$ cat src/rtl/multicycle_control_fsm.sv
// Multicycle MIPS control unit: Moore FSM sequencing fetch/decode/execute/memory/writeback.
// Optional BNE support is enabled by defining BNE_EN.
module multicycle_control_fsm #(
  parameter int MEM_WAIT = 0,
  parameter int ALUOP_W  = 2
) (
  input  logic               clk,
  input  logic               rst,
  input  logic [5:0]         opcode,
  output logic               pc_write,
  output logic               pc_write_cond,
  output logic               branch_ne,
  output logic               iord,
  output logic               mem_read,
  output logic               mem_write,
  output logic               ir_write,
  output logic               mem_to_reg,
  output logic               reg_dst,
  output logic               reg_write,
  output logic               alu_src_a,
  output logic [1:0]         alu_src_b,
  output logic [ALUOP_W-1:0] alu_op,
  output logic [1:0]         pc_src,
  output logic               illegal_op,
  output logic [3:0]         state
);

  typedef enum logic [3:0] {
    S_IDLE   = 4'd0,  S_FETCH  = 4'd1,  S_DECODE = 4'd2,  S_MEMADR = 4'd3,
    S_MEMRD  = 4'd4,  S_MEMWB  = 4'd5,  S_MEMWR  = 4'd6,  S_EXEC   = 4'd7,
    S_ALUWB  = 4'd8,  S_BRANCH = 4'd9,  S_ADDIEX = 4'd10, S_ADDIWB = 4'd11,
    S_JUMP   = 4'd12
  } state_t;

  localparam logic [5:0] OP_RTYPE = 6'b000000;
  localparam logic [5:0] OP_LW    = 6'b100011;
  localparam logic [5:0] OP_SW    = 6'b101011;
  localparam logic [5:0] OP_BEQ   = 6'b000100;
  localparam logic [5:0] OP_BNE   = 6'b000101;
  localparam logic [5:0] OP_ADDI  = 6'b001000;
  localparam logic [5:0] OP_J     = 6'b000010;
  localparam logic [3:0] WAIT_LAST = 4'(MEM_WAIT);

  state_t     state_q, state_d;
  logic [3:0] wait_q, wait_d;
  logic       last_c;
  logic [1:0] aop_c;

  always_ff @(posedge clk) begin
    if (rst) begin
      state_q <= S_IDLE;
      wait_q  <= 4'd0;
    end else begin
      state_q <= state_d;
      wait_q  <= wait_d;
    end
  end

  assign last_c = (wait_q == WAIT_LAST);
  assign state  = state_q;
  assign alu_op = ALUOP_W'(aop_c);

  always_comb begin
    state_d       = state_q;
    wait_d        = 4'd0;
    pc_write      = 1'b0;
    pc_write_cond = 1'b0;
    branch_ne     = 1'b0;
    iord          = 1'b0;
    mem_read      = 1'b0;
    mem_write     = 1'b0;
    ir_write      = 1'b0;
    mem_to_reg    = 1'b0;
    reg_dst       = 1'b0;
    reg_write     = 1'b0;
    alu_src_a     = 1'b0;
    alu_src_b     = 2'b00;
    aop_c         = 2'b00;
    pc_src        = 2'b00;
    illegal_op    = 1'b0;
    // Memory-touching states stretch by counting up to MEM_WAIT; counter clears on exit.
    if ((state_q == S_FETCH || state_q == S_MEMRD || state_q == S_MEMWR) && !last_c)
      wait_d = wait_q + 4'd1;
    case (state_q)
      S_IDLE: state_d = S_FETCH;
      S_FETCH: begin
        mem_read  = 1'b1;
        alu_src_b = 2'b01;
        if (last_c) begin
          ir_write = 1'b1;
          pc_write = 1'b1;
          state_d  = S_DECODE;
        end
      end
      S_DECODE: begin
        alu_src_b = 2'b11;
        case (opcode)
          OP_RTYPE:     state_d = S_EXEC;
          OP_LW, OP_SW: state_d = S_MEMADR;
          OP_BEQ:       state_d = S_BRANCH;
`ifdef BNE_EN
          OP_BNE:       state_d = S_BRANCH;
`endif
          OP_ADDI:      state_d = S_ADDIEX;
          OP_J:         state_d = S_JUMP;
          default: begin
            illegal_op = 1'b1;
            state_d    = S_FETCH;
          end
        endcase
      end
      S_MEMADR: begin
        alu_src_a = 1'b1;
        alu_src_b = 2'b10;
        state_d   = (opcode == OP_SW) ? S_MEMWR : S_MEMRD;
      end
      S_MEMRD: begin
        iord     = 1'b1;
        mem_read = 1'b1;
        if (last_c) state_d = S_MEMWB;
      end
      S_MEMWB: begin
        reg_write  = 1'b1;
        mem_to_reg = 1'b1;
        state_d    = S_FETCH;
      end
      S_MEMWR: begin
        iord      = 1'b1;
        mem_write = 1'b1;
        if (last_c) state_d = S_FETCH;
      end
      S_EXEC: begin
        alu_src_a = 1'b1;
        aop_c     = 2'b10;
        state_d   = S_ALUWB;
      end
      S_ALUWB: begin
        reg_write = 1'b1;
        reg_dst   = 1'b1;
        state_d   = S_FETCH;
      end
      S_BRANCH: begin
        alu_src_a     = 1'b1;
        aop_c         = 2'b01;
        pc_write_cond = 1'b1;
        pc_src        = 2'b01;
`ifdef BNE_EN
        // IR still holds the branch opcode, so it selects the inverted-zero sense.
        branch_ne     = (opcode == OP_BNE);
`endif
        state_d       = S_FETCH;
      end
      S_ADDIEX: begin
        alu_src_a = 1'b1;
        alu_src_b = 2'b10;
        state_d   = S_ADDIWB;
      end
      S_ADDIWB: begin
        reg_write = 1'b1;
        state_d   = S_FETCH;
      end
      S_JUMP: begin
        pc_write = 1'b1;
        pc_src   = 2'b10;
        state_d  = S_FETCH;
      end
      default: state_d = S_FETCH;
    endcase
  end

endmodule

$ cat config.mk
export PLATFORM = sky130hd
export DESIGN_NAME = multicycle_control_fsm
export DESIGN_NICKNAME = d
export VERILOG_FILES = /design/src/rtl/multicycle_control_fsm.sv
export SDC_FILE = /design/constraint.sdc
export NUM_CORES = 1
export LEC_CHECK = 0
export ABC_CLOCK_PERIOD_IN_PS = 3050
export BUFFER_PORTS_ARGS = -buffer_cell sky130_fd_sc_hd__buf_2
export CAP_MARGIN = 10
export CORE_UTILIZATION = 50
export DETAILED_ROUTE_END_ITERATION = 16
export PLACE_DENSITY_LB_ADDON = 0.12
export SLEW_MARGIN = 5
export SYNTH_ARGS = -nofsm -noshare
export SYNTH_HDL_FRONTEND = slang
export SYNTH_SLANG_ARGS = --single-unit
$ cat constraint.sdc
create_clock -name clk -period 3.05 [get_ports clk]
set_clock_uncertainty 0.2 [all_clocks]
set_input_delay 0 -clock clk [delete_from_list [all_inputs] [get_ports clk]]
set_output_delay 0 -clock clk [all_outputs]
set_load 0.01 [all_outputs]
## Word level (Yosys, flattened, before mapping)

Cells that the tools add are included.

| word-level totals | value |
|---|---|
| flip-flop bits (word level) | 8 |
| input bits | 8 |
| output and inout bits | 22 |
| word-level logic and storage cells | 61 |

| cells by class | value |
|---|---|
| add/sub/neg operators | 1 |
| reduce and logical (&&, ||, !) cells | 15 |
| equality and inequality tests | 20 |
| bitwise gates (word level) | 1 |
| muxes and demuxes | 22 |

Operators by type and width:

| operator | count |
|---|---|
| case mux 4 bit (7 select lines) | 1 |
| == test 4 bit, second input constant | 5 |
| case mux 4 bit (5 select lines) | 1 |
| == test 4 x 3 -> 1 bit, second input constant | 4 |
| == test 6 bit, second input constant | 2 |
| two-way mux 1 bit | 12 |
| two-way mux 4 bit | 3 |
| OR reduction 2 bit | 5 |
| == test 4 x 2 -> 1 bit, second input constant | 2 |
| case mux 2 bit (2 select lines) | 2 |
| == test 6 x 2 -> 1 bit, second input constant | 1 |
| == test 6 x 3 -> 1 bit, second input constant | 1 |
| == test 6 x 4 -> 1 bit, second input constant | 1 |
| logical NOT 6 bit | 1 |
| != test 2 bit, second input constant | 3 |
| case mux 2 bit (3 select lines) | 1 |
| OR reduction 6 bit | 1 |
| adder 4 x 1 -> 4 bit, second input constant | 1 |
| == test 4 x 1 -> 1 bit, second input constant | 1 |
| logical NOT 4 bit | 1 |
| OR reduction 4 bit | 1 |
| AND reduction 3 bit | 1 |
| OR reduction 3 bit | 1 |
| logical OR 1 bit | 2 |
| 5 further kinds | 5 |

## Longest topological paths before layout

| depth | value |
|---|---|
| word-level depth | 6 |
| gate-level depth with buffers | 6 |
| depth with buffers taken out | 6 |

## Least setup slack after synthesis

Ideal clock, no wire load.

| timing | value |
|---|---|
| kind | register to output |
| from | reg wait_q[0] |
| to | out pc_write |
| setup slack | 1.404 ns |
| arrival | 1.446 ns |
| buffers on the path | 0 |
| required time | 2.850 ns |
| stages on the path, launching flop included | 6 |
| cells stage by stage | dfxtp_1 -> inv_1 -> ha_1 -> nor3b_2 -> nor4b_1 -> or2_1 |

| on the way | value |
|---|---|
| longest elaborated chain between the ends | 3 |

Ends and longest elaborated chain:

| element | line | RTL |
|---|---|---|
| start: declaration | 45 | `logic [3:0] wait_q, wait_d;` |
| start signal: assignment | 55 | `wait_q <= wait_d;` |
| logical NOT 4 bit | 59 | `assign last_c = (wait_q == WAIT_LAST);` |
| two-way mux 1 bit | 89 | `if (last_c) begin` |
| case mux 1 bit (2 select lines) | 84 | `case (state_q)` |
| end: declaration | 10 | `output logic pc_write,` |

No other way between the ends.

## Worst setup path in the final report

| timing | value |
|---|---|
| from | reg state_q[0], in the netlist state[0] |
| to | out pc_write |

| on the way | value |
|---|---|
| longest elaborated chain between the ends | 2 |
| elaborated cells between the ends (all ways) | 3 |
| classes of those cells | eq/ne (2); mux (1) |

Ends and longest elaborated chain:

| element | line | RTL |
|---|---|---|
| start: declaration | 44 | `state_t state_q, state_d;` |
| start signal: assignment | 54 | `state_q <= state_d;` |
| == test 4 bit or == test 4 x 1 -> 1 bit (tied branches) | 84 |  |
| case mux 1 bit (2 select lines) (*) | 84 |  |

Mark *: on every way between the ends. The rest lies on a longest branch, timed or not.

==> run_results.csv <==
group,metric,value,unit
outcome,status,"finished, final reports clean",
clocking,numCtsBuffers,3,
pwr,power.total,0.240,mW
timing,min_period_over_period,65.7,%
critical_path,crit_chain,"nand2b_1 > nor4b_1 > or2_1 > buf_2",
pwr,intPower,0.174,mW
clocking,post_cts_buffers,0,
floorplanning,pin_count,30,
timing,max_slew_margin,59.6,%
run,drv_cap,0,
clocking,clk_latency,0.25,ns
placed_design,gp_congestion,0.780,
synthesis,synth.area.top_cells,"dfxtp_1, nor2_1, buf_4, xnor2_1, nand2b_1",
critical_path,end_kind,"primary output",
routing,vias,765,
critical_path,crit_family,"simple AND/OR/NAND/NOR gates",
floorplanning,start_util,55.4,%
critical_path,cp_data_required_time,2.85,ns
placed_design,io_buffers,28,
clocking,htreeDepth,1,
pwr,power_density,274,nW/um^2
clocking,clk_pin_slew,0.05,ns
clocking,cts_root_buf,"clkbuf_4",
timing,rsz0062_at_grt,"false",
finish,stdcell_count,139,
synthesis,yosys.area.top_type_share,21.7,%
routing,drcViolationCount,0,
finish,n_fill_cell,126,
floorplanning,rows,13,
routing,drtAntennaViolNets,0,
critical_path,start_kind,"flip-flop",
floorplanning,fp.coreArea,1330,sq um
synthesis,yosys.area.top_type,"dfxtp_1",
synthesis,synthArstFlopShare,0,%
critical_path,critPathKind,"reg2out",
synthesis,ys_top_cells_by_count,"nor2_1, dfxtp_1, a21oi_1, nor3_1",
synthesis,syn_avg_cell_area,7.39,sq um
floorplanning,dieHeight,40.5,um
floorplanning,die_x,40.5,um
pwr,power_frac_clock,32.4,%
synthesis,synthesis.nets,110,
grt,grt_max_degree,20,
pwr,power_leakage,0.402,nW
timing,fin_tns_setup,0,ns
critical_path,cpPeakStageDelay,0.67,ns
timing,period_minus_slack,2.00,ns
synthesis,synth_area,739,sq um
timing,tightestPinTransition,0.605,ns
pwr,power_frac_comb,20.2,%
critical_path,path_buf_inv,1,
pwr,p_sw_share,27.6,%
synthesis,ys_seq_area_share,21.7,%
finish,multi_input_area,508,sq um
synthesis,yosysMostFrequentCell,"nor2_1",
critical_path,critPathSlowestCell,"dfxtp_1",
timing,fmax,499,MHz
pwr,pwr-share-seq,47.3,%
critical_path,critPathArrivalTime,1.80,ns
min_path,hold_path.class,"in2reg",
grt,grt_antenna_before_repair,0,
placed_design,place_inst,135,
synthesis,synth_warnings,0,
grt,overflow,0,
finish,layout-drive-gt1-share,29.8,%
finish,final_nets,136,
grt,grt_usage,22.1,%
routing,wl_per_cell,12.0,um
placed_design,dpl.hpwl,1220,um
synthesis,synth_edf_count,0,
synthesis,ys_ff_latch,8,
routing,wirelength,1670,um
synthesis,synthCells,100,
synthesis,yosys_most_used_dff,"dfxtp_1",
grt,grt_pass1_wl,2460,um
routing,drt_pass1_iterations,4,
critical_path,cp_max_fo,16,
floorplanning,dieArea,1640,sq um
timing,setup_violations,0,
routing,viasPerCell,5.50,
synthesis,synth_cell_type_count,42,
clocking,clkSinkCount,8,
grt,grt_pass1_vias,577,
clocking,cts_buffer_depth,2,
pwr,net-switching-power,0.0662,mW
pwr,ir_drop,0.000291,V
clocking,cts_tree,"yes",
finish,diodes,0,
finish,ff_latch_area,160,sq um
routing,drtIter0Drc,16,
timing,finalMaxSlewViolations,0,
timing,finalHoldViolCount,0,
finish,area_delta_synth_final,18.3,%
through the flow:
stage / utilization, % / setup slack (ns) / hold slack, ns / area [sq um]
after CTS: 65.6 / 1.05 / 0.0404 / 875
final: 65.6 / 1.05 / 0.0497 / 875
after floorplan: - / 1.40 / -0.128 / 739
after detailed placement: 63.1 / 1.15 / 0.0309 / 842
after global routing: 65.6 / 0.879 / 0.0809 / 875
after global placement: 63.1 / 1.18 / 0.0184 / 842
final timing paths:
kind / from / endpoint / slack [ns] / cells after the start
setup / recovery: state[0] / pc_write / 1.05 / 4
hold / removal: opcode[4] / state[3] / 0.05 / 5
hold reg to reg: wait_q[0] / wait_q[0] / 0.28 / 1
setup reg to reg: state[1] / state[0] / 1.14 / 4
cells in the final DEF, fill, tap and decap left out, types with 2 or more instances in the layout:
cell type / instances
clkbuf_4: 3
o22ai_1: 2
nor3_1: 6
dfxtp_1: 8
and3_1: 2
o21ai_1: 3
a21oi_1: 6
nor2_1: 15
ha_1: 2
o21ai_0: 2
nor4b_1: 2
xor2_1: 2
inv_2: 2
nand2b_1: 5
nand2_1: 4
xnor2_1: 4
buf_2: 28
inv_1: 2
nand3_1: 3
tightest hold or removal path, cell delays in order:
cell     delay (ns)
buf_2          0.10
nor3_1         0.07
o211a_1        0.11
o21ai_1        0.12
a21oi_1        0.06
power by group through the flow:
stage / logic [mW] / clock network [mW] / registers (mW)
after floorplan: 0.0370 / 0 / 0.111
after global placement: 0.0468 / 0 / 0.115
after detailed placement: 0.0475 / 0 / 0.115
after CTS: 0.0485 / 0.0812 / 0.113
after global routing: 0.0548 / 0.0873 / 0.114
final: 0.0485 / 0.0778 / 0.113
kinds of logic (layout without fill, tap and decap cells):
kind of cell | count (synthesis) | count (layout) | share of synthesized area, %
flip-flops | 8 | 8 | 21.7
multiplexers | 2 | 2 | 2.88
buffers and inverters | 12 | 36 | 9.65
AND/OR/NAND/NOR | 46 | 46 | 34.0
adder cells (fa/ha/maj) | 2 | 2 | 3.38
other | 1 | 1 | 0.507
AO/OA/AOI/OAI | 23 | 23 | 20.8
XOR/XNOR | 6 | 6 | 7.11
registers in the layout, summed over array words and instances, names as in the netlist:
signal and count:
state 4, wait_q 4
area by class of cell:
cell class	count	share of cell area, %
tap	15	2.15
clock buffer	3	2.58
timing repair buffer	29	17.2
inverter	4	1.72
multi-input combinational	80	58.1
sequential	8	18.3
what timing repair did:
item / in CTS / in global routing
hold buffers: 1 / 0
hold endpoints to repair: 7 / 0
resized for setup: 0 / 0
per-layer routing:
layer / track usage (%) / part of all wire [%]
met4: 0 / 0
met1: 30.4 / 48
met5: 0 / 0
met2: 34.5 / 47
met3: 8.33 / 4.7
(Power assumes the default switching activity.)
